## src/rtl/imm_packer_pkg.sv

```systemverilog
// Shared WISC ISA definitions for the immediate packer: opcode values,
// immediate classes, field widths and the opcode-to-class mapping.
package imm_packer_pkg;

  localparam int unsigned INSTR_W = 16;
  localparam int unsigned OPC_W   = 5;
  localparam int unsigned REGS_W  = 6;
  localparam int unsigned IMM_W   = 16;

  localparam int unsigned IMM5_W  = 5;
  localparam int unsigned IMM8_W  = 8;
  localparam int unsigned IMM11_W = 11;

  localparam logic [OPC_W-1:0] OP_J     = 5'b00100;
  localparam logic [OPC_W-1:0] OP_JR    = 5'b00101;
  localparam logic [OPC_W-1:0] OP_JAL   = 5'b00110;
  localparam logic [OPC_W-1:0] OP_JALR  = 5'b00111;
  localparam logic [OPC_W-1:0] OP_ADDI  = 5'b01000;
  localparam logic [OPC_W-1:0] OP_SUBI  = 5'b01001;
  localparam logic [OPC_W-1:0] OP_XORI  = 5'b01010;
  localparam logic [OPC_W-1:0] OP_ANDNI = 5'b01011;
  localparam logic [OPC_W-1:0] OP_BEQZ  = 5'b01100;
  localparam logic [OPC_W-1:0] OP_BNEZ  = 5'b01101;
  localparam logic [OPC_W-1:0] OP_BLTZ  = 5'b01110;
  localparam logic [OPC_W-1:0] OP_BGEZ  = 5'b01111;
  localparam logic [OPC_W-1:0] OP_SLBI  = 5'b10010;
  localparam logic [OPC_W-1:0] OP_LBI   = 5'b11000;

  typedef enum logic [2:0] {
    IMM_SIGN5,
    IMM_ZERO5,
    IMM_SIGN8,
    IMM_ZERO8,
    IMM_SIGN11
  } imm_class_e;

  // Anything not listed explicitly is an ALU-immediate form with a signed 5b field.
  function automatic imm_class_e imm_class_of(input logic [OPC_W-1:0] op);
    imm_class_e c;
    case (op)
      OP_J, OP_JAL:                         c = IMM_SIGN11;
      OP_LBI, OP_JR, OP_JALR,
      OP_BEQZ, OP_BNEZ, OP_BLTZ, OP_BGEZ:   c = IMM_SIGN8;
      OP_SLBI:                              c = IMM_ZERO8;
      OP_XORI, OP_ANDNI:                    c = IMM_ZERO5;
      default:                              c = IMM_SIGN5;
    endcase
    return c;
  endfunction

endpackage

```

## src/rtl/imm_packer_if.sv

```systemverilog
// Input-entry and output-word handshake bundle for imm_packer.
interface imm_packer_if #(
  parameter int unsigned ADDR_W = 16
);
  import imm_packer_pkg::*;

  logic                 in_valid;
  logic                 in_ready;
  logic [OPC_W-1:0]     in_opcode;
  logic [REGS_W-1:0]    in_regs;
  logic [IMM_W-1:0]     in_imm;

  logic                 out_valid;
  logic                 out_ready;
  logic [INSTR_W-1:0]   out_instr;
  logic [ADDR_W-1:0]    out_addr;

  modport slave (
    input  in_valid, in_opcode, in_regs, in_imm, out_ready,
    output in_ready, out_valid, out_instr, out_addr
  );

  modport master (
    output in_valid, in_opcode, in_regs, in_imm, out_ready,
    input  in_ready, out_valid, out_instr, out_addr
  );

endinterface

```

## src/rtl/imm_packer_range_check.sv

```systemverilog
// Combinational immediate classifier: decides whether an immediate fits its
// opcode's field and builds the packed instruction word.
module imm_range_check
  import imm_packer_pkg::*;
(
  input  logic [OPC_W-1:0]   i_opcode,
  input  logic [REGS_W-1:0]  i_regs,
  input  logic [IMM_W-1:0]   i_imm,
  output logic               o_fits,
  output logic [INSTR_W-1:0] o_instr
);

  imm_class_e w_class;
  logic       w_fit_s5;
  logic       w_fit_z5;
  logic       w_fit_s8;
  logic       w_fit_z8;
  logic       w_fit_s11;

  // Signed fit: every bit from the field's sign bit upward agrees.
  always_comb begin
    w_class   = imm_class_of(i_opcode);
    w_fit_s5  = (&i_imm[IMM_W-1:IMM5_W-1])  | ~(|i_imm[IMM_W-1:IMM5_W-1]);
    w_fit_z5  = ~(|i_imm[IMM_W-1:IMM5_W]);
    w_fit_s8  = (&i_imm[IMM_W-1:IMM8_W-1])  | ~(|i_imm[IMM_W-1:IMM8_W-1]);
    w_fit_z8  = ~(|i_imm[IMM_W-1:IMM8_W]);
    w_fit_s11 = (&i_imm[IMM_W-1:IMM11_W-1]) | ~(|i_imm[IMM_W-1:IMM11_W-1]);
  end

  always_comb begin
    o_fits  = 1'b0;
    o_instr = '0;
    case (w_class)
      IMM_SIGN11: begin
        o_fits  = w_fit_s11;
        o_instr = {i_opcode, i_imm[IMM11_W-1:0]};
      end
      IMM_SIGN8: begin
        o_fits  = w_fit_s8;
        o_instr = {i_opcode, i_regs[5:3], i_imm[IMM8_W-1:0]};
      end
      IMM_ZERO8: begin
        o_fits  = w_fit_z8;
        o_instr = {i_opcode, i_regs[5:3], i_imm[IMM8_W-1:0]};
      end
      IMM_ZERO5: begin
        o_fits  = w_fit_z5;
        o_instr = {i_opcode, i_regs, i_imm[IMM5_W-1:0]};
      end
      default: begin
        o_fits  = w_fit_s5;
        o_instr = {i_opcode, i_regs, i_imm[IMM5_W-1:0]};
      end
    endcase
  end

endmodule

```

## src/rtl/imm_packer.sv

```systemverilog
// Two-stage valid/ready packer: S1 holds the raw entry and its fit result,
// S2 is the output register; out-of-range entries are dropped and counted.
module imm_packer
  import imm_packer_pkg::*;
#(
  parameter int unsigned ADDR_W     = 16,
  parameter int unsigned START_ADDR = 0,
  parameter int unsigned CNT_W      = 8
) (
  input  logic             clk,
  input  logic             rst_n,
  input  logic             clear,
  imm_packer_if.slave      bus,
  output logic             err_flag,
  output logic [CNT_W-1:0] err_count
);

  localparam logic [ADDR_W-1:0] START = ADDR_W'(START_ADDR);
  localparam logic [ADDR_W-1:0] STEP  = ADDR_W'(2);

  logic                 r_s1_valid;
  logic [OPC_W-1:0]     r_s1_opcode;
  logic [REGS_W-1:0]    r_s1_regs;
  logic [IMM_W-1:0]     r_s1_imm;

  logic                 r_out_valid;
  logic [INSTR_W-1:0]   r_out_instr;
  logic [ADDR_W-1:0]    r_out_addr;
  logic [ADDR_W-1:0]    r_addr_cnt;

  logic                 r_err_flag;
  logic [CNT_W-1:0]     r_err_count;

  logic                 w_fits;
  logic [INSTR_W-1:0]   w_instr;
  logic                 w_s2_free;
  logic                 w_s1_adv;
  logic                 w_emit;
  logic                 w_drop;
  logic                 w_accept;
  logic                 w_in_ready;

  imm_range_check u_range_check (
    .i_opcode (r_s1_opcode),
    .i_regs   (r_s1_regs),
    .i_imm    (r_s1_imm),
    .o_fits   (w_fits),
    .o_instr  (w_instr)
  );

  // A drop never waits on S2, so a non-fitting S1 entry retires even when stalled.
  always_comb begin
    w_s2_free  = ~r_out_valid | bus.out_ready;
    w_s1_adv   = r_s1_valid & (~w_fits | w_s2_free);
    w_emit     = w_s1_adv & w_fits;
    w_drop     = w_s1_adv & ~w_fits;
    w_in_ready = ~clear & (~r_s1_valid | w_s1_adv);
    w_accept   = bus.in_valid & w_in_ready;
  end

  always_ff @(posedge clk or negedge rst_n) begin
    if (!rst_n) begin
      r_s1_valid  <= 1'b0;
      r_s1_opcode <= '0;
      r_s1_regs   <= '0;
      r_s1_imm    <= '0;
    end else if (clear) begin
      r_s1_valid  <= 1'b0;
    end else if (w_accept) begin
      r_s1_valid  <= 1'b1;
      r_s1_opcode <= bus.in_opcode;
      r_s1_regs   <= bus.in_regs;
      r_s1_imm    <= bus.in_imm;
    end else if (w_s1_adv) begin
      r_s1_valid  <= 1'b0;
    end
  end

  always_ff @(posedge clk or negedge rst_n) begin
    if (!rst_n) begin
      r_out_valid <= 1'b0;
      r_out_instr <= '0;
      r_out_addr  <= START;
      r_addr_cnt  <= START;
    end else if (clear) begin
      r_out_valid <= 1'b0;
      r_addr_cnt  <= START;
    end else if (w_emit) begin
      r_out_valid <= 1'b1;
      r_out_instr <= w_instr;
      r_out_addr  <= r_addr_cnt;
      r_addr_cnt  <= r_addr_cnt + STEP;
    end else if (bus.out_ready) begin
      r_out_valid <= 1'b0;
    end
  end

  always_ff @(posedge clk or negedge rst_n) begin
    if (!rst_n) begin
      r_err_flag  <= 1'b0;
      r_err_count <= '0;
    end else if (clear) begin
      r_err_flag  <= 1'b0;
      r_err_count <= '0;
    end else if (w_drop) begin
      r_err_flag  <= 1'b1;
      if (r_err_count != '1) begin
        r_err_count <= r_err_count + CNT_W'(1);
      end
    end
  end

  assign bus.in_ready  = w_in_ready;
  assign bus.out_valid = r_out_valid;
  assign bus.out_instr = r_out_instr;
  assign bus.out_addr  = r_out_addr;
  assign err_flag      = r_err_flag;
  assign err_count     = r_err_count;

endmodule
```

## src/flat_wrapper.sv

```systemverilog
// flat-port wrapper written by rule: the top's interface ports become plain ports
module imm_packer_flat import imm_packer_pkg::*;
#(
  parameter int unsigned ADDR_W     = 16,
  parameter int unsigned START_ADDR = 0,
  parameter int unsigned CNT_W      = 8
)
  (clk, rst_n, clear, err_flag, err_count, bus_in_valid, bus_in_opcode, bus_in_regs, bus_in_imm, bus_out_ready, bus_in_ready, bus_out_valid, bus_out_instr, bus_out_addr);
  imm_packer_if #(.ADDR_W(ADDR_W)) bus_i ();
  input  logic clk;
  input  logic rst_n;
  input  logic clear;
  output logic err_flag;
  output logic [CNT_W-1:0] err_count;
  input wire logic [$bits(bus_i.in_valid)-1:0] bus_in_valid;
  input wire logic [$bits(bus_i.in_opcode)-1:0] bus_in_opcode;
  input wire logic [$bits(bus_i.in_regs)-1:0] bus_in_regs;
  input wire logic [$bits(bus_i.in_imm)-1:0] bus_in_imm;
  input wire logic [$bits(bus_i.out_ready)-1:0] bus_out_ready;
  output wire logic [$bits(bus_i.in_ready)-1:0] bus_in_ready;
  output wire logic [$bits(bus_i.out_valid)-1:0] bus_out_valid;
  output wire logic [$bits(bus_i.out_instr)-1:0] bus_out_instr;
  output wire logic [$bits(bus_i.out_addr)-1:0] bus_out_addr;
  assign bus_i.in_valid = bus_in_valid;
  assign bus_i.in_opcode = bus_in_opcode;
  assign bus_i.in_regs = bus_in_regs;
  assign bus_i.in_imm = bus_in_imm;
  assign bus_i.out_ready = bus_out_ready;
  assign bus_in_ready = bus_i.in_ready;
  assign bus_out_valid = bus_i.out_valid;
  assign bus_out_instr = bus_i.out_instr;
  assign bus_out_addr = bus_i.out_addr;
  imm_packer #(.ADDR_W(ADDR_W), .START_ADDR(START_ADDR), .CNT_W(CNT_W)) u_core (.clk(clk), .rst_n(rst_n), .clear(clear), .bus(bus_i), .err_flag(err_flag), .err_count(err_count));
endmodule
```

## config.mk

```make
export PLATFORM = sky130hd
export DESIGN_NAME = imm_packer_flat
export DESIGN_NICKNAME = d
export VERILOG_FILES = /design/src/rtl/imm_packer_pkg.sv /design/src/rtl/imm_packer_if.sv /design/src/rtl/imm_packer_range_check.sv /design/src/rtl/imm_packer.sv /design/src/flat_wrapper.sv
export SDC_FILE = /design/constraint.sdc
export NUM_CORES = 1
export LEC_CHECK = 0
export ABC_AREA = 1
export ABC_CLOCK_PERIOD_IN_PS = 2450
export BUFFER_PORTS_ARGS = -buffer_cell sky130_fd_sc_hd__buf_2
export CAP_MARGIN = 15
export CORE_MARGIN = 4
export CORE_UTILIZATION = 45
export CTS_BUF_LIST = sky130_fd_sc_hd__clkbuf_8 sky130_fd_sc_hd__clkbuf_16
export DETAILED_ROUTE_END_ITERATION = 10
export GPL_ROUTABILITY_DRIVEN = 0
export PLACE_DENSITY_LB_ADDON = 0.3
export SYNTH_ARGS = -nofsm -noshare
export SYNTH_HDL_FRONTEND = slang
export SYNTH_SLANG_ARGS = --single-unit
```

## constraint.sdc

```tcl
create_clock -name clk -period 2.45 [get_ports clk]
set_input_delay 0.3675 -clock clk [delete_from_list [all_inputs] [get_ports clk]]
set_output_delay 0.3675 -clock clk [all_outputs]
set_load 0.01 [all_outputs]
```

==> results of run 1 <==
## state kept, by name, indices dropped and copies added (netlist names)
register,cells
u_core.r_s1_opcode,5
u_core.r_s1_imm,16
u_core.bus.out_addr,15
u_core.r_addr_cnt,15
u_core.bus.out_valid,1
u_core.err_flag,1
u_core.bus.out_instr,16
u_core.err_count,8
u_core.r_s1_valid,1
u_core.r_s1_regs,6
## cell usage after synthesis (all sizes together) (4+ instances only)
| master | number | area, um^2 |
|---|---|---|
| nand2 | 140 | 548 |
| dfrtp | 84 | 2100 |
| o21ai | 50 | 340 |
| nor2 | 46 | 193 |
| inv | 42 | 158 |
| nand3 | 41 | 260 |
| nand4 | 36 | 231 |
| buf | 18 | 158 |
| xor2 | 16 | 140 |
| a21oi | 6 | 30.0 |
| clkbuf | 6 | 22.5 |
| nor3 | 4 | 20.0 |
## cells in the final DEF (no fill, tap or decap), types with 2 or more instances in the layout
master | Yosys | final
nand2_1 | 133 | 133
dfrtp_1 | 84 | 83
buf_2 | 6 | 72
inv_1 | 41 | 41
nor2_1 | 40 | 39
nand3_1 | 36 | 36
nand4_1 | 35 | 35
o21ai_2 | 24 | 24
o21ai_1 | 23 | 23
xor2_1 | 16 | 16
clkbuf_8 | 0 | 9
buf_4 | 1 | 8
a21oi_1 | 6 | 6
nand2_2 | 6 | 6
nor2_2 | 5 | 4
nor3_1 | 4 | 4
nand3_4 | 4 | 4
nor2_4 | 1 | 3
o21ai_0 | 3 | 3
clkinvlp_4 | 0 | 3
nand3b_1 | 2 | 2
nor4_1 | 2 | 2
mux2i_1 | 2 | 2
ha_1 | 2 | 2
inv_6 | 0 | 2
buf_12 | 0 | 2
## repair_timing
item / in CTS / in global routing
resized for setup: 1 / 3
hold buffers: 1 / 0
buffers inserted: 1 / 0
setup endpoints to repair: 1 / 1
pin swaps: 0 / 1
hold endpoints to repair: 29 / 0
## per-stage QoR
| step | cell area (um^2) | cells | total power [mW] | utilization | hold slack (ns) |
|---|---|---|---|---|---|
| 2_1_floorplan | 4310 | 503 | 1.86 | - | 0.0719 |
| 3_5_place_dp | 4760 | 689 | 2.04 | 0.512 | 0.357 |
| 5_1_grt | 4990 | 707 | 3.19 | 0.537 | 0.258 |
| 3_3_place_gp | 4760 | 689 | 2.03 | 0.512 | 0.352 |
| 4_1_cts | 4970 | 707 | 3.05 | 0.536 | 0.242 |
| 6_report | 4990 | 707 | 3.03 | 0.537 | 0.257 |
## layer usage
| layer | wire length [um] | vias up | global-route usage |
|---|---|---|---|
| li1 | - | 1790 | - |
| met1 | 4590 | 1699 | 0.259 |
| met2 | 4350 | 143 | 0.274 |
| met3 | 627 | 20 | 0.0334 |
| met4 | 181 | 0 | 0.0666 |
| met5 | 0 | - | 0 |
## critical path: cells and delay by family (launching register included)
family / cells / cell delay [ns]
buf+inv: 2 / 0.18
flops: 1 / 0.47
simple gates: 10 / 0.93
## kinds of logic after synthesis
family	after synthesis	share of synthesized area
mux	2	0.00464
buf+inv	67	0.0792
fa+ha+maj	2	0.00580
xor+xnor	17	0.0345
other cells	1	0.000869
flops	84	0.487
simple gates	272	0.298
compound gates	58	0.0893
## layout make-up
type                       instances  share of cell area
tap                              129              0.0324
timing repair buffer              83              0.0943
sequential                        84               0.422
inverter                          43              0.0324
clock inverter                     7              0.0151
clock buffer                       9              0.0248
multi-input combinational        352               0.379
## power by group through the flow
stage | Sequential (mW) | Combinational, mW | Clock [mW]
final | 1.58 | 0.442 | 1.00
after global placement | 1.60 | 0.429 | 0
after global routing | 1.60 | 0.505 | 1.09
after floorplan | 1.61 | 0.253 | 0
after CTS | 1.58 | 0.444 | 1.03
after detailed placement | 1.60 | 0.439 | 0
## path summary, 6_finish.rpt
check	start	to	slack, ns	depth (start not counted)
setup / recovery	u_core.r_s1_opcode[2]	bus_in_ready	0.15	12
min in group asynchronous	rst_n	u_core.bus.out_instr[15]	0.50	2
max in group asynchronous	rst_n	u_core.r_addr_cnt[6]	1.29	3
hold reg to reg	u_core.r_s1_regs[0]	u_core.r_s1_regs[0]	0.48	2
hold / removal	bus_in_opcode[2]	u_core.r_s1_opcode[2]	0.26	3
setup reg to reg	u_core.r_s1_imm[11]	u_core.bus.out_instr[4]	0.26	12
==> summary.md, run 1 <==
| Metric | Value |
|---|---|
| Max Freq | `435 MHz` |
| Filler cell count | `890` |
| EDFF count, synth | `0` |
| Number of nets still failing antenna checks after routing | `0` |
| Startpoint Class | `register` |
| Seq. cell area | `0.00210 mm^2` |
| Clock-pin slew on the worst setup and hold paths | `0.09 ns` |
| Ports | `75` |
| All-Layer GR Usage | `0.181` |
| Initial antenna violation count | `0` |
| Dpl ws | `0.338 ns` |
| Post-synth top flop | `dfrtp_1` |
| Synth cell types | `36` |
| Worst path required time | `2.08 ns` |
| # diodes | `0` |
| Mapped Nets | `537` |
| DP HPWL | `6850 um` |
| Nets | `607` |
| Largest fanout on the critical path | `5` |
| Register area share after synthesis | `0.487` |
| Clock Latency Late Sink | `0.35 ns` |
| Drt via density | `5.17` |
| Async SR Flop Fraction | `1.00` |
| Lkg Pwr | `2.46 nW` |
| PortBufs | `73` |
| Critical Path AT | `1.93 ns` |
| Total core area | `0.00928 mm^2` |
| Fin crit period | `2.30 ns` |
| TritonCTS buffer count | `9` |
| Most frequent cell on the critical path | `nand2_1` |
| Clk root buf | `clkbuf_8` |
| Worst IR drop on VDD | `0.334 mV` |
| First-pass DRT Iterations | `5` |
| 1st-iter DRT viols | `183` |
| Sw power | `892 uW` |
| Int Pwr | `2.13 mW` |
| Kind of critical path | `reg2out` |
| Total number of vias | `3652` |
| Worst-path cell chain | `nor2_4 -> nand2_1 -> nand2_1 -> nand2_1 -> nand3_1 -> nor2_1 -> nor2_2 -> nand3_4 -> nand3_4 -> nand2_1 -> inv_1 -> buf_2` |
| Pwr dens | `607 mW/mm^2` |
| Outcome | `finished clean` |
| Setup violators final | `0` |
| Power share of the combinational group | `0.146` |
| Final worst setup slack | `0.150 ns` |
| Hold WC Path Type | `in2reg` |
| H-tree levels | `3` |
| Max cap viols | `0` |
| Grt ovf | `0` |
| Critical-path top delay cell | `dfrtp_2` |
| DR WL/cell | `13.8 um` |
| Mapped Avg Cell Area | `8.58 um^2` |
| Final Skew | `0.0116 ns` |
| Synth warn | `0` |
| Slew Limit Fails | `0` |
| Final hold violations | `0` |
| CTS tree | `yes` |
| Layout area overhead | `15.6%` |
| Area occupied by multi-input gates | `0.00189 mm^2` |
| Crit. End Element | `output port` |
| CTS Buffer Depth | `2` |
| Largest net degree at the start of global routing | `37` |
| Clock Power Share | `0.332` |
| Site Rows | `35` |
| Die span in y | `106 um` |
| Register bit total from synthesis | `84` |
| Starting Density | `0.465` |
| Mapped Area | `0.00431 mm^2` |
| Global-route wire length before repair | `16500 um` |
| Flop pwr share | `0.522` |
| Clk sinks | `84` |
| Setup TNS | `0 ns` |
| Layout cells sized above 1 | `0.249` |
| Detailed Route WL | `9750 um` |
| Fin crit share | `0.939` |
| Post-Syn Instances | `503` |
| Vias in the first global route | `3420` |
| DRC | `0` |
| Maximum single-stage delay on the critical path | `0.47 ns` |
| Die ar. | `0.0112 mm^2` |
| DIE WIDTH | `106 um` |
| Net Sw Frac | `0.295` |
Note: power is estimated with default switching activity, not from simulation.
==> run 2, diff against run 1 <==
--- a/config.mk
+++ b/config.mk
@@ -5,7 +5,6 @@
 export SDC_FILE = /design/constraint.sdc
 export NUM_CORES = 1
 export LEC_CHECK = 0
-export ABC_AREA = 1
 export ABC_CLOCK_PERIOD_IN_PS = 2450
 export BUFFER_PORTS_ARGS = -buffer_cell sky130_fd_sc_hd__buf_2
 export CAP_MARGIN = 15
==> run 2 against run 1 <==
The run now ends with hold timing, setup timing left. Cell count decreased by 22%. Routed wire length increased by 5.7%. Final area increased by 6.4%. Via count decreased by 12%. Global-route usage increased by 1.5 points. Worst hold slack got worse by 0.26 ns. Die area decreased by 8.2%. Critical endpoint unchanged. Highest routed layer unchanged.
==> summary.md, run 2 <==
| Metric | Value |
|---|---|
| Max Freq | `381 MHz` |
| Clock-pin slew on the worst setup and hold paths | `0.09 ns` |
| Site Rows | `33` |
| CTS tree | `yes` |
| Outcome | `finished with violations` |
| Number of nets still failing antenna checks after routing | `0` |
| Area leader, netlist | `dfrtp_1` |
| CTS Buffer Depth | `2` |
| RSZ-0062 raised after global routing | `yes` |
| 1st-iter DRT viols | `141` |
| Synth warn | `0` |
| CTS Hold Bufs | `0` |
| DRC | `0` |
| # diodes | `0` |
| Final Skew | `0.0104 ns` |
| DR WL/cell | `18.6 um` |
| Dpl ws | `-0.0403 ns` |
| Final worst setup slack | `-0.172 ns` |
| Die ar. | `0.0103 mm^2` |
| Vias in the first global route | `3167` |
| Grt ovf | `0` |
| H-tree levels | `3` |
| Synth top cells by count | `84 x dfrtp_1, 60 x mux2_2, 23 x a21oi_1` |
| Largest net degree at the start of global routing | `46` |
| Drt via density | `5.78` |
| Tightest Pin Transition | `0.595 ns` |
| Setup violators final | `63` |
| Crit path from | `u_core.r_s1_imm[9]` |
| Async SR Flop Fraction | `1.00` |
| Hold WC Path Type | `in2async` |
| Synth cell types | `43` |
| Ports | `75` |
| Kind of critical path | `reg2out` |
| Non-filler instance count after layout | `554` |
| Share of the synthesized area in the top cell type | `0.535` |
| Clk sinks | `84` |
| Final hold violations | `3` |
| Slew HR | `0.603` |
| Worst IR drop on VDD | `0.447 mV` |
| Fin Hold WS | `-0.00432 ns` |
| Register area share after synthesis | `0.535` |
| Starting Density | `0.471` |
| First-pass DRT Iterations | `4` |
| Clk root buf | `clkbuf_8` |
| Setup TNS | `-5.32 ns` |
| DIE WIDTH | `101 um` |
| PortBufs | `73` |
| Worst R2R Start | `u_core.r_s1_opcode[4]` |
| Global-route wire length before repair | `15600 um` |
| Tot Pwr | `3.75 mW` |
| Initial antenna violation count | `0` |
| Mapped Avg Cell Area | `11.7 um^2` |
| Post-Syn Instances | `336` |
| Die span in y | `101 um` |
| Layout cells sized above 1 | `0.503` |
| Most frequent cells in the layout | `80 x dfrtp_1, 72 x buf_2, 35 x mux2_2, 30 x mux2_4, 25 x buf_4` |
| Crit. End Element | `output port` |
| Synth area leaders | `dfrtp_1 53%, mux2_2 17%, a21oi_1 2.9%` |
| Startpoint Class | `register` |
| Mapped Area | `0.00393 mm^2` |
| Slew Limit Fails | `0` |
| Max cap viols | `0` |
| Most frequent cell after synthesis | `dfrtp_1` |
| Placed insts | `516` |
| EDFF count, synth | `0` |
| Worst path required time | `2.08 ns` |
| Fin crit share | `1.07` |
| TritonCTS buffer count | `9` |
| Most common cell after layout, fill and taps aside | `dfrtp_1` |
| Lkg Pwr | `2.52 nW` |
| Pwr dens | `707 mW/mm^2` |
| Register bit total from synthesis | `84` |
| Failing checks | `hold timing, setup timing` |
| Post-synth top flop | `dfrtp_1` |
| Fin crit period | `2.62 ns` |
| Critical Path AT | `2.25 ns` |
| Mapped Nets | `370` |
| Largest fanout on the critical path | `4` |
| Nets | `478` |
| All-Layer GR Usage | `0.196` |
| Total number of vias | `3201` |
| RR Endpoint | `u_core.r_addr_cnt[7]` |
| Total core area | `0.00834 mm^2` |
| Layout area overhead | `35.0%` |
| Clock Latency Late Sink | `0.36 ns` |
| Detailed Route WL | `10300 um` |
| Worst reg-to-reg path cell count | `10` |
| FF-to-FF setup slack | `-0.15 ns` |
| DP HPWL | `6120 um` |
-- run 2: critical path, cell delays in order, from the launching register on --
cell     delay, ns
dfrtp_1       0.43
nand3_1       0.13
or3_1         0.37
o221a_2       0.26
buf_6         0.12
a41oi_4       0.21
buf_12        0.14
a31oi_1       0.08
buf_2         0.15
-- run 2: kinds of logic (layout without fill, tap and decap cells) --
kind of cell | Yosys count | after routing | synth area share
muxes | 65 | 65 | 0.186
and+or+nand+nor | 105 | 105 | 0.146
buffers and inverters | 23 | 136 | 0.0290
other | 1 | 1 | 0.000954
adders and majority gates | 2 | 2 | 0.00636
xor gates and xnor gates | 1 | 1 | 0.00223
AOI/OAI and AO/OA | 55 | 55 | 0.0942
DFF | 84 | 84 | 0.535
-- run 2: area by class of cell --
class | instances | area [um^2]
Fill cell | 630 | 3030
Sequential cell | 84 | 2110
Multi-Input combinational cell | 229 | 1990
Timing Repair Buffer | 114 | 852
Tap cell | 105 | 131
Clock buffer | 9 | 124
Clock inverter | 7 | 76.3
Inverter | 6 | 22.5
-- run 2: power breakdown --
part           switching [mW]  internal (mW)
clock network           0.534          0.476
logic                   0.459          0.557
registers               0.139           1.59
total                    1.13           2.62
-- run 2: worst max-delay path by stage --
stage / end / slack [ns]
final: bus_in_ready / -0.17
after global routing: bus_in_ready / -0.25
after CTS: bus_in_ready / -0.15
after detailed placement: u_core.r_s1_regs[1] / -0.04
after global placement: u_core.r_s1_imm[12] / 0.01
after floorplan: u_core.r_s1_imm[10] / -0.03
-- run 2: timing repair --
item                       CTS  global route
pin swaps                    7            17
buffers inserted            12             5
gates cloned                 3             3
gates resized for setup     22            59
setup endpoints to repair   36            76
-- run 2: metal layers --
| layer | up-vias | wire (um) | global-route usage |
|---|---|---|---|
| li1 | 1471 | - | - |
| met1 | 1619 | 4600 | 0.261 |
| met2 | 92 | 4970 | 0.308 |
| met3 | 19 | 477 | 0.0448 |
| met4 | 0 | 261 | 0.0838 |
| met5 | - | 0 | 0 |
-- run 2: through the flow --
step,util,instance area [um^2]
after detailed placement,0.544,4540
final,0.636,5310
after CTS,0.600,5000
after floorplan,-,3940
after global placement,0.544,4540
after global routing,0.636,5310
==> run 3, diff against run 2 <==
--- a/config.mk
+++ b/config.mk
@@ -14,6 +14,7 @@
 export DETAILED_ROUTE_END_ITERATION = 10
 export GPL_ROUTABILITY_DRIVEN = 0
 export PLACE_DENSITY_LB_ADDON = 0.3
+export SETUP_SLACK_MARGIN = 0.05
 export SYNTH_ARGS = -nofsm -noshare
 export SYNTH_HDL_FRONTEND = slang
 export SYNTH_SLANG_ARGS = --single-unit
==> run 3 against run 2 <==
The flow finishes with violations (setup timing). Largest power group unchanged. Global-route usage rose by 0.38 points. Sequential share of layout area decreased by 0.19 points. Fmax grew 0.11%. Highest routed layer unchanged.
==> summary.md, run 3 (synthesized netlist as in run 2, its figures left out) <==
| Metric | Value |
|---|---|
| Outcome | `finished with violations` |
| Failing checks | `setup timing` |
| Tightest Pin Transition | `0.602 ns` |
| Tot Pwr | `3.76 mW` |
| Area occupied by multi-input gates | `0.00197 mm^2` |
| Setup violators final | `68` |
| DRC | `0` |
| Final worst setup slack | `-0.169 ns` |
| Clk root buf | `clkbuf_8` |
| Critical-path top delay cell | `dfrtp_2` |
| PortBufs | `73` |
| Critical path's top delay family | `buffers and inverters` |
| Slew Limit Fails | `0` |
| Most common cell after layout, fill and taps aside | `dfrtp_1` |
| Ports | `75` |
| Grt ovf | `0` |
| Clock-pin slew on the worst setup and hold paths | `0.09 ns` |
| DR WL/cell | `18.2 um` |
| Max Freq | `382 MHz` |
| Critical Path AT | `2.86 ns` |
| Vias in the first global route | `3200` |
| Most frequent cell on the critical path | `buf_6` |
| Final hold violations | `0` |
| Startpoint Class | `register` |
| Met2 wirelength from detailed routing | `4910 um` |
| Global-route wire length before repair | `16000 um` |
| TritonCTS buffer count | `9` |
| Worst-path cell chain | `buf_6 -> nor3b_4 -> o21ai_1 -> a211o_1 -> buf_4 -> a41oi_4 -> buf_4 -> buf_6 -> nand4_1 -> buf_6 -> buf_12 -> mux2_2` |
| Dpl ws | `-0.0403 ns` |
| Bufs and invs on worst path | `6` |
| Fin Hold WS | `0.00325 ns` |
| Starting Density | `0.471` |
| Site Rows | `33` |
| Clk sinks | `84` |
| Worst path required time | `2.69 ns` |
| Clock Latency Late Sink | `0.36 ns` |
| Hold WC Path Type | `in2async` |
| Crit. End Element | `register` |
| Layout area overhead | `35.7%` |
| # diodes | `0` |
| Non-filler instance count after layout | `557` |
| All-Layer GR Usage | `0.200` |
| Post-DP Area | `0.00454 mm^2` |
| Filler cell count | `626` |
| Total number of vias | `3159` |
| DR top layer | `met4` |
| CTS tree | `yes` |
| Design Area, Final | `0.00534 mm^2` |
| Seq. cell area | `0.00211 mm^2` |
| Nets | `481` |
| Placed insts | `516` |
| CTS Buffer Depth | `2` |
| Crit path from | `u_core.r_s1_opcode[3]` |
| DIE WIDTH | `101 um` |
| Layout cells sized above 1 | `0.507` |
| Number of nets still failing antenna checks after routing | `0` |
| Worst IR drop on VDD | `0.429 mV` |
| Slew HR | `0.599` |
| Detailed Route WL | `10100 um` |
| Met3 WL | `436 um` |
| Die ar. | `0.0103 mm^2` |
| Final Skew | `0.0110 ns` |
| Setup TNS | `-4.90 ns` |
| Initial antenna violation count | `0` |
| Total core area | `0.00834 mm^2` |
| Kind of critical path | `reg2reg` |
| Met1 wire length | `4560 um` |
| Fin crit share | `1.07` |
| Fin crit period | `2.62 ns` |
| Largest fanout on the critical path | `10` |
| Most frequent cells in the layout | `79 x dfrtp_1, 72 x buf_2, 36 x mux2_2, 29 x mux2_4, 24 x buf_4` |
| Fin util | `0.640` |
| Largest net degree at the start of global routing | `46` |
| Worst R2R Start | `u_core.r_s1_opcode[3]` |
| Max cap viols | `0` |
| H-tree levels | `3` |
| Die span in y | `101 um` |
| Pwr dens | `705 mW/mm^2` |
| Maximum single-stage delay on the critical path | `0.48 ns` |
| DP HPWL | `6120 um` |
| Lkg Pwr | `2.53 nW` |
| First-pass DRT Iterations | `4` |
| RSZ-0062 raised after global routing | `yes` |
| Drt via density | `5.67` |
| 1st-iter DRT viols | `159` |
## run 3: final timing paths
path	end	slack, ns	depth (start not counted)
max	u_core.bus.out_instr[10]	-0.17	12
min	u_core.bus.out_addr[14]	0.003	1
max reg2reg	u_core.bus.out_instr[10]	-0.17	12
min reg2reg	u_core.bus.out_instr[9]	0.51	1
max in group asynchronous	u_core.r_s1_imm[1]	1.80	2
min in group clk	u_core.r_s1_imm[10]	0.24	2
## run 3: final cells by class
type	count	share of cell area
clock inverters	7	0.0143
clock buffers	9	0.0232
repair buffers	117	0.170
well taps	105	0.0246
inverters	6	0.00422
flip-flops and latches	84	0.395
multi-input cells	229	0.369
## run 3: routing by layer
| metal | GRT usage | vias to the layer above |
|---|---|---|
| met5 | 0 | - |
| met4 | 0.0982 | 0 |
| met3 | 0.0358 | 19 |
| met2 | 0.305 | 89 |
| met1 | 0.275 | 1578 |
| li1 | - | 1473 |
## run 3: timing repair
item | CTS | global route
cloned | 5 | 2
hold buffers | 0 | 0
pin swaps | 9 | 14
endpoints found under the setup margin | 41 | 76
gates resized for setup | 44 | 35
setup buffers | 15 | 6
## run 3: where the power goes
group          switching [mW]  internal [mW]  total, mW  leakage, nW
Combinational           0.452          0.581       1.03         1.35
Sequential              0.138           1.59       1.72         1.08
Clock                   0.529          0.476       1.00       0.0958
Total                    1.12           2.64       3.76         2.53
